==> src/rtl/fill_rect_addr_engine_if.sv <==
// Command-FIFO / data-generator handshake bundle for the fill-rect address engine.
// The master modport is the surrounding logic (FIFO + generator). The slave modport is the engine.
interface fill_rect_addr_engine_if;
  logic        cmd_fifo_rts;
  logic        cmd_fifo_rtr;
  logic [15:0] cmd_x;
  logic [15:0] cmd_y;
  logic [15:0] cmd_wid;
  logic [15:0] cmd_hgt;
  logic [3:0]  cmd_rval;
  logic [3:0]  cmd_gval;
  logic [3:0]  cmd_bval;
  logic        fill_rect_data_gen_start_strobe;
  logic [15:0] init_addr;
  logic [15:0] cmd_data_wid;
  logic [15:0] cmd_data_hgt;
  logic [3:0]  cmd_data_rval;
  logic [3:0]  cmd_data_gval;
  logic [3:0]  cmd_data_bval;
  logic        gen_busy;
  logic        cmd_drop_strobe;
  logic        rect_done_strobe;

  modport master (
    output cmd_fifo_rts, cmd_x, cmd_y, cmd_wid, cmd_hgt, cmd_rval, cmd_gval, cmd_bval, gen_busy,
    input  cmd_fifo_rtr, fill_rect_data_gen_start_strobe, init_addr, cmd_data_wid, cmd_data_hgt,
           cmd_data_rval, cmd_data_gval, cmd_data_bval, cmd_drop_strobe, rect_done_strobe
  );

  modport slave (
    input  cmd_fifo_rts, cmd_x, cmd_y, cmd_wid, cmd_hgt, cmd_rval, cmd_gval, cmd_bval, gen_busy,
    output cmd_fifo_rtr, fill_rect_data_gen_start_strobe, init_addr, cmd_data_wid, cmd_data_hgt,
           cmd_data_rval, cmd_data_gval, cmd_data_bval, cmd_drop_strobe, rect_done_strobe
  );
endinterface

==> src/rtl/fill_rect_addr_engine.sv <==
// Fill-rect address engine: accepts one command, clips it to the screen, computes the start word
// address and hands the latched fields to the data generator, one rectangle at a time.
module fill_rect_addr_engine #(
  parameter int unsigned SCREEN_W   = 640,
  parameter int unsigned SCREEN_H   = 272,
  parameter int unsigned ROW_STRIDE = 240
) (
  input logic                     i_clk,
  input logic                     i_rst_n,
  fill_rect_addr_engine_if.slave  io_bus
);

  typedef enum logic [2:0] {
    StIdle, StCalc, StStart, StWaitAck, StWaitDone, StDrop
  } state_e;

  localparam logic [15:0] StrideBits = 16'(ROW_STRIDE);
  localparam logic [16:0] ScreenW17  = 17'(SCREEN_W);
  localparam logic [16:0] ScreenH17  = 17'(SCREEN_H);

  state_e      r_state, w_state_d;
  logic        r_rtr, r_start, r_drop, r_done;
  logic        w_rtr_d, w_start_d, w_drop_d, w_done_d;
  logic        w_accept;
  logic [15:0] r_x, r_y, r_wid, r_hgt;
  logic [3:0]  r_rval, r_gval, r_bval;
  logic [15:0] r_init_addr, r_out_wid, r_out_hgt;
  logic [3:0]  r_out_rval, r_out_gval, r_out_bval;

  logic        w_reject;
  logic [16:0] w_wid_room, w_hgt_room;
  logic [15:0] w_clip_wid, w_clip_hgt;
  logic [15:0] w_row_off, w_col_grp, w_col_off, w_init_addr;

  assign w_accept = io_bus.cmd_fifo_rts & r_rtr;

  // Clip arithmetic in 17 bits so x+wid / y+hgt can never wrap.
  assign w_reject   = (r_wid == 16'd0) | (r_hgt == 16'd0) |
                      ({1'b0, r_x} >= ScreenW17) | ({1'b0, r_y} >= ScreenH17);
  assign w_wid_room = ScreenW17 - {1'b0, r_x};
  assign w_hgt_room = ScreenH17 - {1'b0, r_y};
  assign w_clip_wid = ({1'b0, r_wid} > w_wid_room) ? w_wid_room[15:0] : r_wid;
  assign w_clip_hgt = ({1'b0, r_hgt} > w_hgt_room) ? w_hgt_room[15:0] : r_hgt;

  // y * ROW_STRIDE as a constant shift-add sum; no multiplier is inferred.
  always_comb begin
    w_row_off = '0;
    for (int i = 0; i < 16; i++) begin
      if (StrideBits[i]) w_row_off = w_row_off + (r_y << i);
    end
  end

  assign w_col_grp   = {3'b000, r_x[15:3]};
  assign w_col_off   = (w_col_grp << 1) + w_col_grp;
  assign w_init_addr = w_row_off + w_col_off;

  always_ff @(posedge i_clk or negedge i_rst_n) begin
    if (!i_rst_n) begin
      r_state <= StIdle;
      r_rtr   <= 1'b0;
      r_start <= 1'b0;
      r_drop  <= 1'b0;
      r_done  <= 1'b0;
    end else begin
      r_state <= w_state_d;
      r_rtr   <= w_rtr_d;
      r_start <= w_start_d;
      r_drop  <= w_drop_d;
      r_done  <= w_done_d;
    end
  end

  always_comb begin
    w_state_d = r_state;
    case (r_state)
      StIdle:     if (w_accept) w_state_d = StCalc;
      StCalc:     w_state_d = w_reject ? StDrop : StStart;
      StStart:    w_state_d = StWaitAck;
      StWaitAck:  if (io_bus.gen_busy) w_state_d = StWaitDone;
      StWaitDone: if (!io_bus.gen_busy) w_state_d = StIdle;
      StDrop:     w_state_d = StIdle;
      default:    w_state_d = StIdle;
    endcase
  end

  // Outputs are registered from the current state, so each lags its state by one cycle.
  always_comb begin
    w_rtr_d   = (r_state == StIdle) & ~w_accept;
    w_start_d = (r_state == StStart) | ((r_state == StWaitAck) & ~io_bus.gen_busy);
    w_drop_d  = (r_state == StDrop);
    w_done_d  = (r_state == StWaitDone) & ~io_bus.gen_busy;
  end

  always_ff @(posedge i_clk or negedge i_rst_n) begin
    if (!i_rst_n) begin
      r_x         <= '0;
      r_y         <= '0;
      r_wid       <= '0;
      r_hgt       <= '0;
      r_rval      <= '0;
      r_gval      <= '0;
      r_bval      <= '0;
      r_init_addr <= '0;
      r_out_wid   <= '0;
      r_out_hgt   <= '0;
      r_out_rval  <= '0;
      r_out_gval  <= '0;
      r_out_bval  <= '0;
    end else begin
      if (w_accept) begin
        r_x    <= io_bus.cmd_x;
        r_y    <= io_bus.cmd_y;
        r_wid  <= io_bus.cmd_wid;
        r_hgt  <= io_bus.cmd_hgt;
        r_rval <= io_bus.cmd_rval;
        r_gval <= io_bus.cmd_gval;
        r_bval <= io_bus.cmd_bval;
      end
      if ((r_state == StCalc) && !w_reject) begin
        r_init_addr <= w_init_addr;
        r_out_wid   <= w_clip_wid;
        r_out_hgt   <= w_clip_hgt;
        r_out_rval  <= r_rval;
        r_out_gval  <= r_gval;
        r_out_bval  <= r_bval;
      end
    end
  end

  assign io_bus.cmd_fifo_rtr                    = r_rtr;
  assign io_bus.fill_rect_data_gen_start_strobe = r_start;
  assign io_bus.cmd_drop_strobe                 = r_drop;
  assign io_bus.rect_done_strobe                = r_done;
  assign io_bus.init_addr                       = r_init_addr;
  assign io_bus.cmd_data_wid                    = r_out_wid;
  assign io_bus.cmd_data_hgt                    = r_out_hgt;
  assign io_bus.cmd_data_rval                   = r_out_rval;
  assign io_bus.cmd_data_gval                   = r_out_gval;
  assign io_bus.cmd_data_bval                   = r_out_bval;

endmodule
==> src/flat_wrapper.sv <==
// flat-port wrapper written by rule: the top's interface ports become plain ports
module fill_rect_addr_engine_flat 
#(
  parameter int unsigned SCREEN_W   = 640,
  parameter int unsigned SCREEN_H   = 272,
  parameter int unsigned ROW_STRIDE = 240
)
  (i_clk, i_rst_n, io_bus_cmd_fifo_rts, io_bus_cmd_x, io_bus_cmd_y, io_bus_cmd_wid, io_bus_cmd_hgt, io_bus_cmd_rval, io_bus_cmd_gval, io_bus_cmd_bval, io_bus_gen_busy, io_bus_cmd_fifo_rtr, io_bus_fill_rect_data_gen_start_strobe, io_bus_init_addr, io_bus_cmd_data_wid, io_bus_cmd_data_hgt, io_bus_cmd_data_rval, io_bus_cmd_data_gval, io_bus_cmd_data_bval, io_bus_cmd_drop_strobe, io_bus_rect_done_strobe);
  fill_rect_addr_engine_if io_bus_i ();
  input logic i_clk;
  input logic i_rst_n;
  input wire logic [$bits(io_bus_i.cmd_fifo_rts)-1:0] io_bus_cmd_fifo_rts;
  input wire logic [$bits(io_bus_i.cmd_x)-1:0] io_bus_cmd_x;
  input wire logic [$bits(io_bus_i.cmd_y)-1:0] io_bus_cmd_y;
  input wire logic [$bits(io_bus_i.cmd_wid)-1:0] io_bus_cmd_wid;
  input wire logic [$bits(io_bus_i.cmd_hgt)-1:0] io_bus_cmd_hgt;
  input wire logic [$bits(io_bus_i.cmd_rval)-1:0] io_bus_cmd_rval;
  input wire logic [$bits(io_bus_i.cmd_gval)-1:0] io_bus_cmd_gval;
  input wire logic [$bits(io_bus_i.cmd_bval)-1:0] io_bus_cmd_bval;
  input wire logic [$bits(io_bus_i.gen_busy)-1:0] io_bus_gen_busy;
  output wire logic [$bits(io_bus_i.cmd_fifo_rtr)-1:0] io_bus_cmd_fifo_rtr;
  output wire logic [$bits(io_bus_i.fill_rect_data_gen_start_strobe)-1:0] io_bus_fill_rect_data_gen_start_strobe;
  output wire logic [$bits(io_bus_i.init_addr)-1:0] io_bus_init_addr;
  output wire logic [$bits(io_bus_i.cmd_data_wid)-1:0] io_bus_cmd_data_wid;
  output wire logic [$bits(io_bus_i.cmd_data_hgt)-1:0] io_bus_cmd_data_hgt;
  output wire logic [$bits(io_bus_i.cmd_data_rval)-1:0] io_bus_cmd_data_rval;
  output wire logic [$bits(io_bus_i.cmd_data_gval)-1:0] io_bus_cmd_data_gval;
  output wire logic [$bits(io_bus_i.cmd_data_bval)-1:0] io_bus_cmd_data_bval;
  output wire logic [$bits(io_bus_i.cmd_drop_strobe)-1:0] io_bus_cmd_drop_strobe;
  output wire logic [$bits(io_bus_i.rect_done_strobe)-1:0] io_bus_rect_done_strobe;
  assign io_bus_i.cmd_fifo_rts = io_bus_cmd_fifo_rts;
  assign io_bus_i.cmd_x = io_bus_cmd_x;
  assign io_bus_i.cmd_y = io_bus_cmd_y;
  assign io_bus_i.cmd_wid = io_bus_cmd_wid;
  assign io_bus_i.cmd_hgt = io_bus_cmd_hgt;
  assign io_bus_i.cmd_rval = io_bus_cmd_rval;
  assign io_bus_i.cmd_gval = io_bus_cmd_gval;
  assign io_bus_i.cmd_bval = io_bus_cmd_bval;
  assign io_bus_i.gen_busy = io_bus_gen_busy;
  assign io_bus_cmd_fifo_rtr = io_bus_i.cmd_fifo_rtr;
  assign io_bus_fill_rect_data_gen_start_strobe = io_bus_i.fill_rect_data_gen_start_strobe;
  assign io_bus_init_addr = io_bus_i.init_addr;
  assign io_bus_cmd_data_wid = io_bus_i.cmd_data_wid;
  assign io_bus_cmd_data_hgt = io_bus_i.cmd_data_hgt;
  assign io_bus_cmd_data_rval = io_bus_i.cmd_data_rval;
  assign io_bus_cmd_data_gval = io_bus_i.cmd_data_gval;
  assign io_bus_cmd_data_bval = io_bus_i.cmd_data_bval;
  assign io_bus_cmd_drop_strobe = io_bus_i.cmd_drop_strobe;
  assign io_bus_rect_done_strobe = io_bus_i.rect_done_strobe;
  fill_rect_addr_engine #(.SCREEN_W(SCREEN_W), .SCREEN_H(SCREEN_H), .ROW_STRIDE(ROW_STRIDE)) u_core (.i_clk(i_clk), .i_rst_n(i_rst_n), .io_bus(io_bus_i));
endmodule
==> config.mk <==
export PLATFORM = sky130hd
export DESIGN_NAME = fill_rect_addr_engine_flat
export DESIGN_NICKNAME = d
export VERILOG_FILES = /design/src/rtl/fill_rect_addr_engine_if.sv /design/src/rtl/fill_rect_addr_engine.sv /design/src/flat_wrapper.sv
export SDC_FILE = /design/constraint.sdc
export NUM_CORES = 1
export LEC_CHECK = 0
export BUFFER_PORTS_ARGS = -buffer_cell sky130_fd_sc_hd__buf_2
export CAP_MARGIN = 5
export CORE_MARGIN = 5
export CORE_UTILIZATION = 35
export CTS_CLUSTER_SIZE = 20
export DETAILED_ROUTE_END_ITERATION = 7
export GPL_TIMING_DRIVEN = 0
export PLACE_DENSITY = 0.63
export SYNTH_ARGS = -nofsm -noshare
export SYNTH_HDL_FRONTEND = slang
export SYNTH_SLANG_ARGS = --single-unit
==> constraint.sdc <==
create_clock -name i_clk -period 6.6 [get_ports i_clk]
set_input_delay 0.66 -clock i_clk [delete_from_list [all_inputs] [get_ports i_clk]]
set_output_delay 0.66 -clock i_clk [all_outputs]
set_load 0.01 [all_outputs]
==> run_results.csv <==
group,metric,value,unit
critical_path,r2r_setup_slack,1.20,ns
global_route,grtUsageTotal,16.1,%
cells_and_area,layout_commonest_cell,"buf_2",
critical_path,cpPeakStageDelay,0.47,ns
cts,cts-buffers-inserted,17,
logic_synthesis,syn_area_per_cell,10.9,µm²
cts,ctsResizeCount,0,
sta,skew,0.0108,ns
cells_and_area,layout.nets,1151,
logic_synthesis,yosysUniqueCellTypes,68,
sta,period_share,81.9,%
drt,drtPass1Iterations,6,
cts,htreeDepth,4,
sta,tightest_slew,0.873,ns
die,rows,57,
logic_synthesis,seq_area_frac_synth,40.9,%
place,port_buffers,143,
cts,postCtsHoldBufs,0,
drt,ant_nets,0,
cells_and_area,syn2layout_area_growth,20.3,%
global_route,grtUsageMet3,3.70,%
critical_path,critPathSlowestCell,"fa_1",
flow_run,max_cap_violations,0,
cts,cts_buffer_depth,2,
critical_path,crit_required,6.89,ns
cts,clock_latency,0.43,ns
sta,maxSlewHeadroom,41.8,%
die,die_w,168,µm
die,dieArea,0.0283,mm²
logic_synthesis,synth_edf_count,0,
critical_path,cpMostUsedCell,"fa_1",
logic_synthesis,syn-cell-area,0.00875,mm²
cts,clock_sinks,143,
critical_path,critPathArrivalTime,5.69,ns
critical_path,cp_cell_sequence,"ha_1 > fa_1 > a21oi_1 > nor2_1 > o21a_1 > o41a_1 > nor2_1 > xor2_1 > fa_1 > inv_1 > fa_1 > fa_1 > ha_1 > a21o_1 > a21oi_1 > nor2b_1 > o21a_1 > o41ai_1 > xnor2_1 > o21ai_1",
global_route,grtUsageMet2,26.2,%
logic_synthesis,syn-num-nets,988,
logic_synthesis,synthArstFlopShare,100,%
global_route,antenna_found_initial,1,
die,initial_utilization,35.8,%
critical_path,timing.rr.end,"u_core.io_bus.init_addr[15]$_DFFE_PN0P_",
place,routabilityCongestion,0.814,
cells_and_area,insertedDiodeCount,0,
sta,final_max_slew_viol_count,0,
global_route,grt_pass1_wl,35.5,mm
drt,drcViolationCount,0,
sta,grt_setup_unrepaired,"no",
sta,max_freq,185,MHz
logic_synthesis,yosys_register_bits,143,
logic_synthesis,yosysTopAreaCellShare,40.9,%
cells_and_area,drive_gt1_share,28.5,%
cts,cts_tree,"built",
drt,wl_per_cell,17.1,µm
global_route,grt_pass1_vias,6399,
critical_path,r2r-start,"u_core.r_x[4]$_DFFE_PN0P_",
cells_and_area,final_cell_mix,"149 x buf_2, 143 x dfrtp_1, 92 x nand2_1",
drt,via_per_inst,4.85,
die,die_y,168,µm
critical_path,cp_max_fo,5,
cts,cts_root_buf,"clkbuf_16",
drt,routed_wl,22.3,mm
place,post-dp-hpwl,17.5,mm
sta,setup_viol,0,
critical_path,path_class,"register to register",
sta,fin_setup_tns,0,ns
die,core,0.0245,mm²
die,ios,144,
global_route,grt_start_max_net_pins,83,
critical_path,start_kind,"register",
global_route,overflow,0,
logic_synthesis,ys_warn_count,0,
global_route,grt_most_used_layer,"met2",
critical_path,ff2ff_path_depth,20,
global_route,use_met1,21.9,%
cts,clk_pin_slew_worst_paths,0.07,ns
critical_path,cp-end-kind,"register",
logic_synthesis,syn_inst,805,
logic_synthesis,synth_top_area_cell,"dfrtp_1",
logic_synthesis,synthTopCellsByArea,"dfrtp_1 41%, ha_1 11%, mux2_2 9.8%",
status,outcome,"finished, final reports clean",
sta,fin_crit,5.40,ns
sta,finalHoldViolations,0,
cts,post_cts_buffers,0,
logic_synthesis,ys.flop_type,"dfrtp_1",
drt,first_iter_violations,360,
worst_hold_path,min_path_type,"input port to async pin",
drt,via_count,6330,
[per-layer routing]
metal  part of all wire [%]  wire, µm
met1                     46     10300
met2                     48     10700
met3                    4.9      1100
met4                    1.1       244
met5                  0.049        11
[worst max-delay path, delay by kind of cell, from the launching register on]
family	cells	cell delay, ns
AOI/OAI and AO/OA	8	1.72
xor gates and xnor gates	2	0.38
adders and majority gates	6	2.32
buffers and inverters	1	0.08
DFF	1	0.45
and+or+nand+nor	3	0.29
[registers in the layout, indices dropped and copies added, names as in the netlist, 16 cells and up]
signal and cells:
u_core.io_bus.cmd_data_hgt 16, u_core.io_bus.cmd_data_wid 16, u_core.io_bus.init_addr 16, u_core.r_hgt 16, u_core.r_wid 16, u_core.r_x 16
u_core.r_y 16
[per-stage QoR]
step                hold slack [ns]  setup slack [ns]  area (µm²)  instances  utilization, %
floorplan                     0.364              1.62        8750        805               -
global placement              0.444              1.21        9870       1272            40.3
detailed placement            0.452              1.22        9900       1273            40.5
CTS                           0.217              1.18       10500       1305            43.0
global route                  0.234             0.749       10500       1305            43.0
finish                        0.200              1.20       10500       1305            43.0
[how the worst max path moves through the flow]
stage | start | end | slack (ns) | cells past startpoint
floorplan | u_core.r_x[4]$_DFFE_PN0P_ | u_core.io_bus.init_addr[15]$_DFFE_PN0P_ | 1.62 | 20
detailed placement | u_core.r_x[4]$_DFFE_PN0P_ | u_core.io_bus.init_addr[15]$_DFFE_PN0P_ | 1.22 | 20
global route | u_core.r_x[3]$_DFFE_PN0P_ | u_core.io_bus.init_addr[15]$_DFFE_PN0P_ | 0.75 | 20
global placement | u_core.r_x[4]$_DFFE_PN0P_ | u_core.io_bus.init_addr[15]$_DFFE_PN0P_ | 1.21 | 20
CTS | u_core.r_x[4]$_DFFE_PN0P_ | u_core.io_bus.init_addr[15]$_DFFE_PN0P_ | 1.18 | 20
finish | u_core.r_x[4]$_DFFE_PN0P_ | u_core.io_bus.init_addr[15]$_DFFE_PN0P_ | 1.20 | 20
[kinds of logic (layout without fill, tap and decap cells)]
logic type      Yosys count  count (layout)  synth area share [%]
mux                      89              89                  11.4
fa+ha+maj               103             103                  17.2
simple gates            206             206                  11.5
flops                   143             143                  40.9
xor+xnor                 50              50                  5.01
compound gates          118             118                  9.47
buf+inv                  96             272                  4.48
[cell type report]
cell class	count	area (µm²)
Buffer	27	133
Clock buffer	18	439
Clock inverter	14	180
Fill cell	2407	13900
Inverter	69	259
Multi-Input combinational cell	566	4780
Sequential cell	143	3580
Tap cell	324	405
Timing Repair Buffer	144	749
[cells in the mapped netlist, types with 2 or more instances]
library cell / count
a211oi_1: 5
a211oi_2: 2
a21o_1: 9
a21oi_1: 27
a221o_1: 4
a22o_1: 8
a31oi_1: 2
and3_1: 4
buf_1: 7
buf_2: 7
buf_4: 2
buf_6: 2
clkbuf_1: 9
dfrtp_1: 143
fa_1: 29
ha_1: 74
inv_1: 69
mux2_1: 9
mux2_2: 76
mux2i_1: 4
nand2_1: 92
nand2b_1: 2
nand3_1: 9
nand4_1: 8
nor2_1: 40
nor2b_1: 10
nor3_1: 9
nor3b_1: 2
nor4_1: 11
o21a_1: 4
o21ai_0: 13
o21ai_1: 16
o21bai_1: 3
o31ai_1: 9
o41ai_1: 2
or3_1: 2
or4_4: 2
xnor2_1: 35
xor2_1: 15
Power is left out: the tool's default activity adds up to more than one toggle a clock period on the data nets, which glitch-free logic cannot reach.
